**src/rtl/if_fetch_unit.sv**
```systemverilog
// -----------------------------------------------------------------------------
// if_fetch_unit
// Instruction fetch stage of a 5-stage RV32I pipeline.
//
// Keeps the fetch PC and issues word fetches over a request/grant interface.
// Responses come back in request order, with variable latency.
// Up to two returned instructions wait in an in-order fetch queue.
// The queue head is presented to ID.
// An EX-stage redirect squashes queued work and in-flight work.
//
// Ports
//   clk          in   pipeline clock, rising edge
//   rst          in   asynchronous active-low reset
//   EN           in   ID accepts the presented instruction (0 = stall)
//   redirect     in   EX-stage control-flow change
//   redirect_pc  in   new fetch address (bits [1:0] ignored)
//   imem_req     out  fetch request
//   imem_addr    out  word-aligned fetch address
//   imem_gnt     in   request accepted this cycle
//   imem_rvalid  in   response valid (in request order)
//   imem_rdata   in   fetched instruction
//   IR_ID        out  instruction presented to ID (0 when empty)
//   PCurrent_ID  out  PC of IR_ID (0 when empty)
//   valid_ID     out  IR_ID/PCurrent_ID hold a real instruction
// -----------------------------------------------------------------------------
module if_fetch_unit #(
    parameter logic [31:0] RESET_PC = 32'h0000_0000
) (
    input  logic        clk,
    input  logic        rst,
    input  logic        EN,
    input  logic        redirect,
    input  logic [31:0] redirect_pc,
    output logic        imem_req,
    output logic [31:0] imem_addr,
    input  logic        imem_gnt,
    input  logic        imem_rvalid,
    input  logic [31:0] imem_rdata,
    output logic [31:0] IR_ID,
    output logic [31:0] PCurrent_ID,
    output logic        valid_ID
);

    // Architectural state
    logic [31:0] r_fpc;
    logic [1:0]  r_inflight;
    logic [1:0]  r_disc;
    logic [1:0]  r_count;
    // In-flight PC FIFO; entry 0 is the oldest outstanding request.
    logic [31:0] r_ipc0;
    logic [31:0] r_ipc1;
    // Fetch queue; entry 0 is the head, and empty slots are kept at zero.
    // This lets the outputs drive straight from entry 0.
    logic [31:0] r_qpc0;
    logic [31:0] r_qpc1;
    logic [31:0] r_qins0;
    logic [31:0] r_qins1;

    // Control terms
    logic        w_valid;
    logic        w_pop;
    logic [2:0]  w_occ;
    logic        w_req;
    logic        w_issue;
    logic        w_rsp;
    logic        w_keep;
    logic        w_drop;
    logic [1:0]  w_islot;
    logic [1:0]  w_qslot;

    // Next-state values
    logic [31:0] w_fpc_n;
    logic [1:0]  w_inflight_n;
    logic [1:0]  w_disc_n;
    logic [1:0]  w_count_n;
    logic [31:0] w_ipc0_n;
    logic [31:0] w_ipc1_n;
    logic [31:0] w_qpc0_n;
    logic [31:0] w_qpc1_n;
    logic [31:0] w_qins0_n;
    logic [31:0] w_qins1_n;

    // Handshake decode: pop, issue and response qualification
    always_comb begin
        w_valid = (r_count != 2'd0);
        w_pop   = EN & w_valid & ~redirect;
        // Occupancy after this cycle's pop.
        // Issue only if a slot remains for the new request's data.
        w_occ   = {1'b0, r_inflight} + {1'b0, r_count} - {2'b00, w_pop};
        w_req   = ~redirect & (w_occ < 3'd2);
        w_issue = w_req & imem_gnt;
        // A response with nothing outstanding is a protocol violation and is ignored.
        w_rsp   = imem_rvalid & (r_inflight != 2'd0);
        w_keep  = w_rsp & (r_disc == 2'd0) & ~redirect;
        w_drop  = w_rsp & (r_disc != 2'd0);
        w_islot = r_inflight - {1'b0, w_rsp};
        w_qslot = r_count - {1'b0, w_pop};
    end

    // Next-state for fetch PC and counters
    always_comb begin
        w_fpc_n      = r_fpc;
        w_inflight_n = r_inflight + {1'b0, w_issue} - {1'b0, w_rsp};
        w_disc_n     = r_disc;
        w_count_n    = r_count;
        if (redirect) begin
            w_fpc_n   = {redirect_pc[31:2], 2'b00};
            // Every request still outstanding after this cycle belongs to the squashed path.
            w_disc_n  = r_inflight - {1'b0, w_rsp};
            w_count_n = 2'd0;
        end else begin
            w_fpc_n   = w_issue ? (r_fpc + 32'd4) : r_fpc;
            w_disc_n  = w_drop ? (r_disc - 2'd1) : r_disc;
            w_count_n = r_count - {1'b0, w_pop} + {1'b0, w_keep};
        end
    end

    // Next-state for the in-flight PC FIFO and the fetch queue (shift-to-head)
    always_comb begin
        w_ipc0_n = (w_issue && (w_islot == 2'd0)) ? r_fpc : (w_rsp ? r_ipc1 : r_ipc0);
        w_ipc1_n = (w_issue && (w_islot == 2'd1)) ? r_fpc : r_ipc1;
        if (redirect) begin
            w_qpc0_n  = 32'h0000_0000;
            w_qins0_n = 32'h0000_0000;
            w_qpc1_n  = 32'h0000_0000;
            w_qins1_n = 32'h0000_0000;
        end else begin
            w_qpc0_n  = (w_keep && (w_qslot == 2'd0)) ? r_ipc0     : (w_pop ? r_qpc1  : r_qpc0);
            w_qins0_n = (w_keep && (w_qslot == 2'd0)) ? imem_rdata : (w_pop ? r_qins1 : r_qins0);
            w_qpc1_n  = (w_keep && (w_qslot == 2'd1)) ? r_ipc0     : (w_pop ? 32'h0000_0000 : r_qpc1);
            w_qins1_n = (w_keep && (w_qslot == 2'd1)) ? imem_rdata : (w_pop ? 32'h0000_0000 : r_qins1);
        end
    end

    // State register with asynchronous active-low reset
    always_ff @(posedge clk or negedge rst) begin
        if (!rst) begin
            r_fpc      <= RESET_PC;
            r_inflight <= 2'd0;
            r_disc     <= 2'd0;
            r_count    <= 2'd0;
            r_ipc0     <= 32'h0000_0000;
            r_ipc1     <= 32'h0000_0000;
            r_qpc0     <= 32'h0000_0000;
            r_qpc1     <= 32'h0000_0000;
            r_qins0    <= 32'h0000_0000;
            r_qins1    <= 32'h0000_0000;
        end else begin
            r_fpc      <= w_fpc_n;
            r_inflight <= w_inflight_n;
            r_disc     <= w_disc_n;
            r_count    <= w_count_n;
            r_ipc0     <= w_ipc0_n;
            r_ipc1     <= w_ipc1_n;
            r_qpc0     <= w_qpc0_n;
            r_qpc1     <= w_qpc1_n;
            r_qins0    <= w_qins0_n;
            r_qins1    <= w_qins1_n;
        end
    end

    // Outputs: the request is combinational; everything else comes from registers
    always_comb begin
        imem_req    = w_req;
        imem_addr   = r_fpc;
        valid_ID    = w_valid;
        IR_ID       = r_qins0;
        PCurrent_ID = r_qpc0;
    end

endmodule

```
**config.mk**
```make
export PLATFORM = sky130hd
export DESIGN_NAME = if_fetch_unit
export DESIGN_NICKNAME = d
export VERILOG_FILES = /design/src/rtl/if_fetch_unit.sv
export SDC_FILE = /design/constraint.sdc
export NUM_CORES = 1
export LEC_CHECK = 0
export CAP_MARGIN = 30
export CELL_PAD_IN_SITES_DETAIL_PLACEMENT = 0
export CELL_PAD_IN_SITES_GLOBAL_PLACEMENT = 1
export CORE_MARGIN = 2
export CORE_UTILIZATION = 38
export DETAILED_ROUTE_END_ITERATION = 16
export PLACE_DENSITY = 0.83
export SLEW_MARGIN = 20
export SYNTH_ARGS = -nofsm -noshare
export SYNTH_HDL_FRONTEND = slang
export SYNTH_SLANG_ARGS = --single-unit
```
**constraint.sdc**
```tcl
create_clock -name clk -period 3.8 [get_ports clk]
set_clock_uncertainty 0.15 [all_clocks]
set_input_delay 0.95 -clock clk [delete_from_list [all_inputs] [get_ports clk]]
set_output_delay 0.95 -clock clk [all_outputs]
set_load 0.05 [all_outputs]
```
==> flow_results.xml <==
<?xml version="1.0" encoding="UTF-8"?>
<metrics>
  <group name="status">
    <metric name="result_of_the_run" unit="">finished, final reports clean</metric>
  </group>
  <group name="cells_and_area">
    <metric name="finish.cell_count_without_fillers" unit="">1437</metric>
    <metric name="nNetsFinal" unit="">1162</metric>
    <metric name="post_route_cells_drive_above_1_share" unit="%">10.07</metric>
    <metric name="layout_commonest_cell" unit="">dfrtp_1</metric>
    <metric name="most-common-layout-cells" unit="">222 x dfrtp_1, 159 x clkdlybuf4s50_1, 111 x nor2_1, 96 x nand2_1, 64 x mux2i_1</metric>
    <metric name="diodes" unit="">0</metric>
    <metric name="areaGrowthSynthToFinish" unit="%">30.60</metric>
  </group>
  <group name="floorplan">
    <metric name="initial_standard_cell_utilization_of_the_core" unit="%">38.67</metric>
    <metric name="design.portCount" unit="">168</metric>
    <metric name="floorplan_core_area" unit="mm^2">0.02598</metric>
    <metric name="die_height" unit="um">166.6</metric>
    <metric name="horizontal_die_dimension" unit="um">166.6</metric>
    <metric name="placementRows" unit="">59</metric>
    <metric name="die_area" unit="mm^2">0.02776</metric>
  </group>
  <group name="timing">
    <metric name="timing_worst_slew_pin_value" unit="ps">882.7</metric>
    <metric name="hold_viol_final" unit="">0</metric>
    <metric name="totalNegativeSetupSlack" unit="ps">0</metric>
    <metric name="final-max-slew-violation-count" unit="">0</metric>
    <metric name="grt_setup_unrepaired" unit="">no</metric>
    <metric name="post-route-min-period" unit="ps">3700</metric>
    <metric name="count_of_final_setup_violators" unit="">0</metric>
    <metric name="timing.max_slew.rel_slack" unit="%">40.94</metric>
    <metric name="clock.fmax" unit="GHz">0.2702</metric>
    <metric name="final_critical_path_share_of_the_clock_period" unit="%">97.38</metric>
  </group>
  <group name="yosys">
    <metric name="yosysSeqAreaShare" unit="%">55.29</metric>
    <metric name="asyncSetResetFlopFracSynth" unit="%">100.0</metric>
    <metric name="synth_compound_area_share" unit="%">15.49</metric>
    <metric name="synth_xor_area_share" unit="%">0.6974</metric>
    <metric name="ys_dominant_reg_cell" unit="">dfrtp_1</metric>
    <metric name="avgSynthCellArea" unit="um^2">10.82</metric>
    <metric name="synth_area" unit="mm^2">0.01005</metric>
    <metric name="netlist_instances" unit="">929</metric>
    <metric name="yosys.area_share.adder" unit="%">1.196</metric>
    <metric name="synth_unique_cells" unit="">50</metric>
    <metric name="synth.area.mux_share" unit="%">9.851</metric>
    <metric name="number_of_enable_type_register_cells_in_the_synthesized_netlist" unit="">0</metric>
    <metric name="synth-warning-count" unit="">0</metric>
    <metric name="synth-seq-cells" unit="">222</metric>
    <metric name="synthSimpleGateAreaFrac" unit="%">13.44</metric>
    <metric name="synth_top_family_by_area" unit="">compound AO/OA/AOI/OAI gates</metric>
  </group>
  <group name="drt">
    <metric name="post_drt_via_cell_ratio" unit="">5.416</metric>
    <metric name="route.detailed.wl_per_inst" unit="um">18.09</metric>
    <metric name="post-route-drc-count" unit="">0</metric>
    <metric name="detail_route.first_pass.iterations" unit="">5</metric>
    <metric name="total_number_of_vias" unit="">7783</metric>
    <metric name="antenna_left" unit="">0</metric>
    <metric name="routed_wl" unit="um">26000</metric>
    <metric name="drt_iter0_markers" unit="">632</metric>
  </group>
  <group name="pwr">
    <metric name="vdd.ir_drop.worst" unit="V">0.0003517</metric>
    <metric name="leakage_power" unit="nW">6.211</metric>
    <metric name="power_density" unit="mW/mm^2">600.4</metric>
  </group>
  <group name="setup_path">
    <metric name="cpMostUsedCell" unit="">nand2_2</metric>
    <metric name="critical-path-max-stage-delay" unit="ps">600</metric>
    <metric name="highest_fanout_seen_on_the_critical_path" unit="">3</metric>
    <metric name="critical_path.endpoint_type" unit="">output pin</metric>
    <metric name="chain_of_cells_forming_the_critical_path" unit="">clkdlybuf4s15_1 -&gt; nand2_4 -&gt; nor2_2 -&gt; ha_4 -&gt; inv_2 -&gt; nand2_2 -&gt; fa_2 -&gt; nand2_2 -&gt; nor2_4 -&gt; buf_12</metric>
    <metric name="slowest_stage" unit="">fa_2</metric>
    <metric name="timing.critical_path.arrival" unit="ps">2600</metric>
    <metric name="data_required_time_at_the_worst_endpoint" unit="ps">2700</metric>
    <metric name="critPathKind" unit="">primary input to output pin</metric>
    <metric name="worst_setup_path_start_kind" unit="">primary input</metric>
  </group>
  <group name="clocking">
    <metric name="tritoncts.num_buffers" unit="">26</metric>
    <metric name="clock_sink_count" unit="">222</metric>
    <metric name="worstSkewPairLatency" unit="ps">520</metric>
    <metric name="path_clk_slew" unit="ps">60</metric>
    <metric name="level_count_of_the_clock_h_tree" unit="">1</metric>
    <metric name="tritoncts" unit="">yes</metric>
    <metric name="cts-root-to-sink-buffers" unit="">3</metric>
    <metric name="clockRootBuffer" unit="">clkbuf_16</metric>
  </group>
  <group name="global_routing">
    <metric name="track_usage" unit="%">18.55</metric>
    <metric name="first_global_vias" unit="">7845</metric>
    <metric name="grt_overflow" unit="">0</metric>
    <metric name="global_route_wire_length_before_repair" unit="um">42770</metric>
    <metric name="antenna_found_initial" unit="">1</metric>
    <metric name="maximum_number_of_pins_on_one_net_before_global_route_repair" unit="">84</metric>
  </group>
  <group name="placement">
    <metric name="place_hpwl" unit="um">16780</metric>
    <metric name="gpl.final_weighted_congestion" unit="">0.7890</metric>
    <metric name="placed_cells" unit="">1388</metric>
    <metric name="numPortBuffers" unit="">163</metric>
  </group>
  <group name="hold_path">
    <metric name="hold_class" unit="">primary input to async pin</metric>
  </group>
  <group name="flow_run">
    <metric name="cap_violations" unit="">0</metric>
  </group>
</metrics>
[flip-flops by register name, indices dropped and copies added (netlist names)]
register and count:
r_qins1 32, PCurrent_ID 31, r_count 2, r_qpc1 31, r_inflight 2, r_ipc1 30
r_ipc0 30, IR_ID 32, r_disc 2, imem_addr 30
[cell usage after synthesis (2+ instances only)]
cell | instances | share of area (%)
ha_1 | 8 | 1.0
nand4_2 | 2 | 0.25
buf_2 | 30 | 1.5
xor2_1 | 4 | 0.35
o311ai_0 | 6 | 0.52
nand3b_1 | 2 | 0.15
buf_1 | 3 | 0.11
nand4_1 | 8 | 0.50
buf_4 | 7 | 0.52
nor3_1 | 7 | 0.35
or2_2 | 3 | 0.19
clkbuf_1 | 34 | 1.3
dfrtp_1 | 222 | 55
o21ai_0 | 22 | 1.1
inv_2 | 2 | 0.075
a31oi_1 | 32 | 2.0
inv_1 | 14 | 0.52
mux2_1 | 30 | 3.4
or3_1 | 9 | 0.56
o311ai_1 | 2 | 0.17
and3_1 | 6 | 0.37
o211ai_1 | 5 | 0.37
a22o_1 | 63 | 5.5
a32oi_1 | 2 | 0.17
nor2b_1 | 13 | 0.81
a21oi_1 | 6 | 0.30
nor2_1 | 113 | 4.2
nand3_1 | 23 | 1.1
a221o_1 | 2 | 0.20
a211oi_1 | 62 | 4.6
nand2_1 | 99 | 3.7
xnor2_1 | 4 | 0.35
a21o_1 | 3 | 0.22
mux2i_1 | 64 | 6.4
a22oi_1 | 2 | 0.15
[cell families after synthesis]
logic type	after synthesis
adder cells (fa/ha/maj)	9
AND/OR/NAND/NOR	295
XOR/XNOR	8
buffers and inverters	90
AO/OA/AOI/OAI	209
multiplexers	95
other	1
flip-flops	222
[stage by stage]
step | setup WS (ps) | hold slack, ps | instance area [um^2] | power [W] | utilization [%]
CTS | 2.067 | 309.2 | 13100 | 0.007938 | 50.39
detailed placement | -268.9 | 320.5 | 12210 | 0.005397 | 46.98
global route | 2.380 | 326.8 | 13120 | 0.008282 | 50.50
floorplan | -86.53 | 299.4 | 10160 | 0.004559 | -
finish | 99.70 | 290.4 | 13120 | 0.007878 | 50.50
global placement | -263.9 | 316.4 | 12210 | 0.005340 | 46.98
[where the power goes]
part	leakage [nW]	switching, W	internal [W]	total [W]
registers	2.97	0.000356	0.00278	0.00313
clock network	0.431	0.000956	0.00154	0.00249
logic	2.81	0.00134	0.000909	0.00225
[cell type report]
type	instances	area, um^2
Timing Repair Buffer	199	2014
Sequential cell	222	5555
Fill cell	2328	12860
Inverter	16	62.56
Clock inverter	5	52.55
Multi-Input combinational cell	618	4195
Tap cell	335	419.2
Clock buffer	42	822.0
[repair_timing]
action,in CTS,in global routing
hold buffers,0,0
setup buffers,1,1
pin swaps,3,3
endpoints found under the setup margin,1,1
resized for setup,2,4
endpoints found under the hold margin,0,0
cloned,0,0
[critical path: cells and delay by family]
kind | cells | cell delay [ps]
buffers and inverters | 3 | 420
AND/OR/NAND/NOR | 5 | 420
adder cells (fa/ha/maj) | 2 | 820
[metal layers]
layer | vias to the layer above | wire length (um) | global-route usage [%] | share of wire, %
met5 | - | 0 | 0 | 0
met4 | 0 | 299 | 3.186 | 1.2
met3 | 26 | 1369 | 2.947 | 5.3
met2 | 216 | 11680 | 29.37 | 45
met1 | 3879 | 12650 | 27.35 | 49
li1 | 3662 | - | - | -
[final timing paths]
kind	cells after the start	startpoint	slack, ps	end
setup / recovery	10	EN	100	imem_req
hold / removal	1	rst	290	r_qins1[20]
setup reg to reg	15	r_count[0]	530	imem_addr[11]
hold reg to reg	1	r_qpc1[1]	330	r_qpc1[1]
max in group asynchronous	2	rst	2400	r_ipc0[21]
min in group clk	1	r_qpc1[1]	330	r_qpc1[1]
No activity file was read; power rests on OpenSTA's default activity.
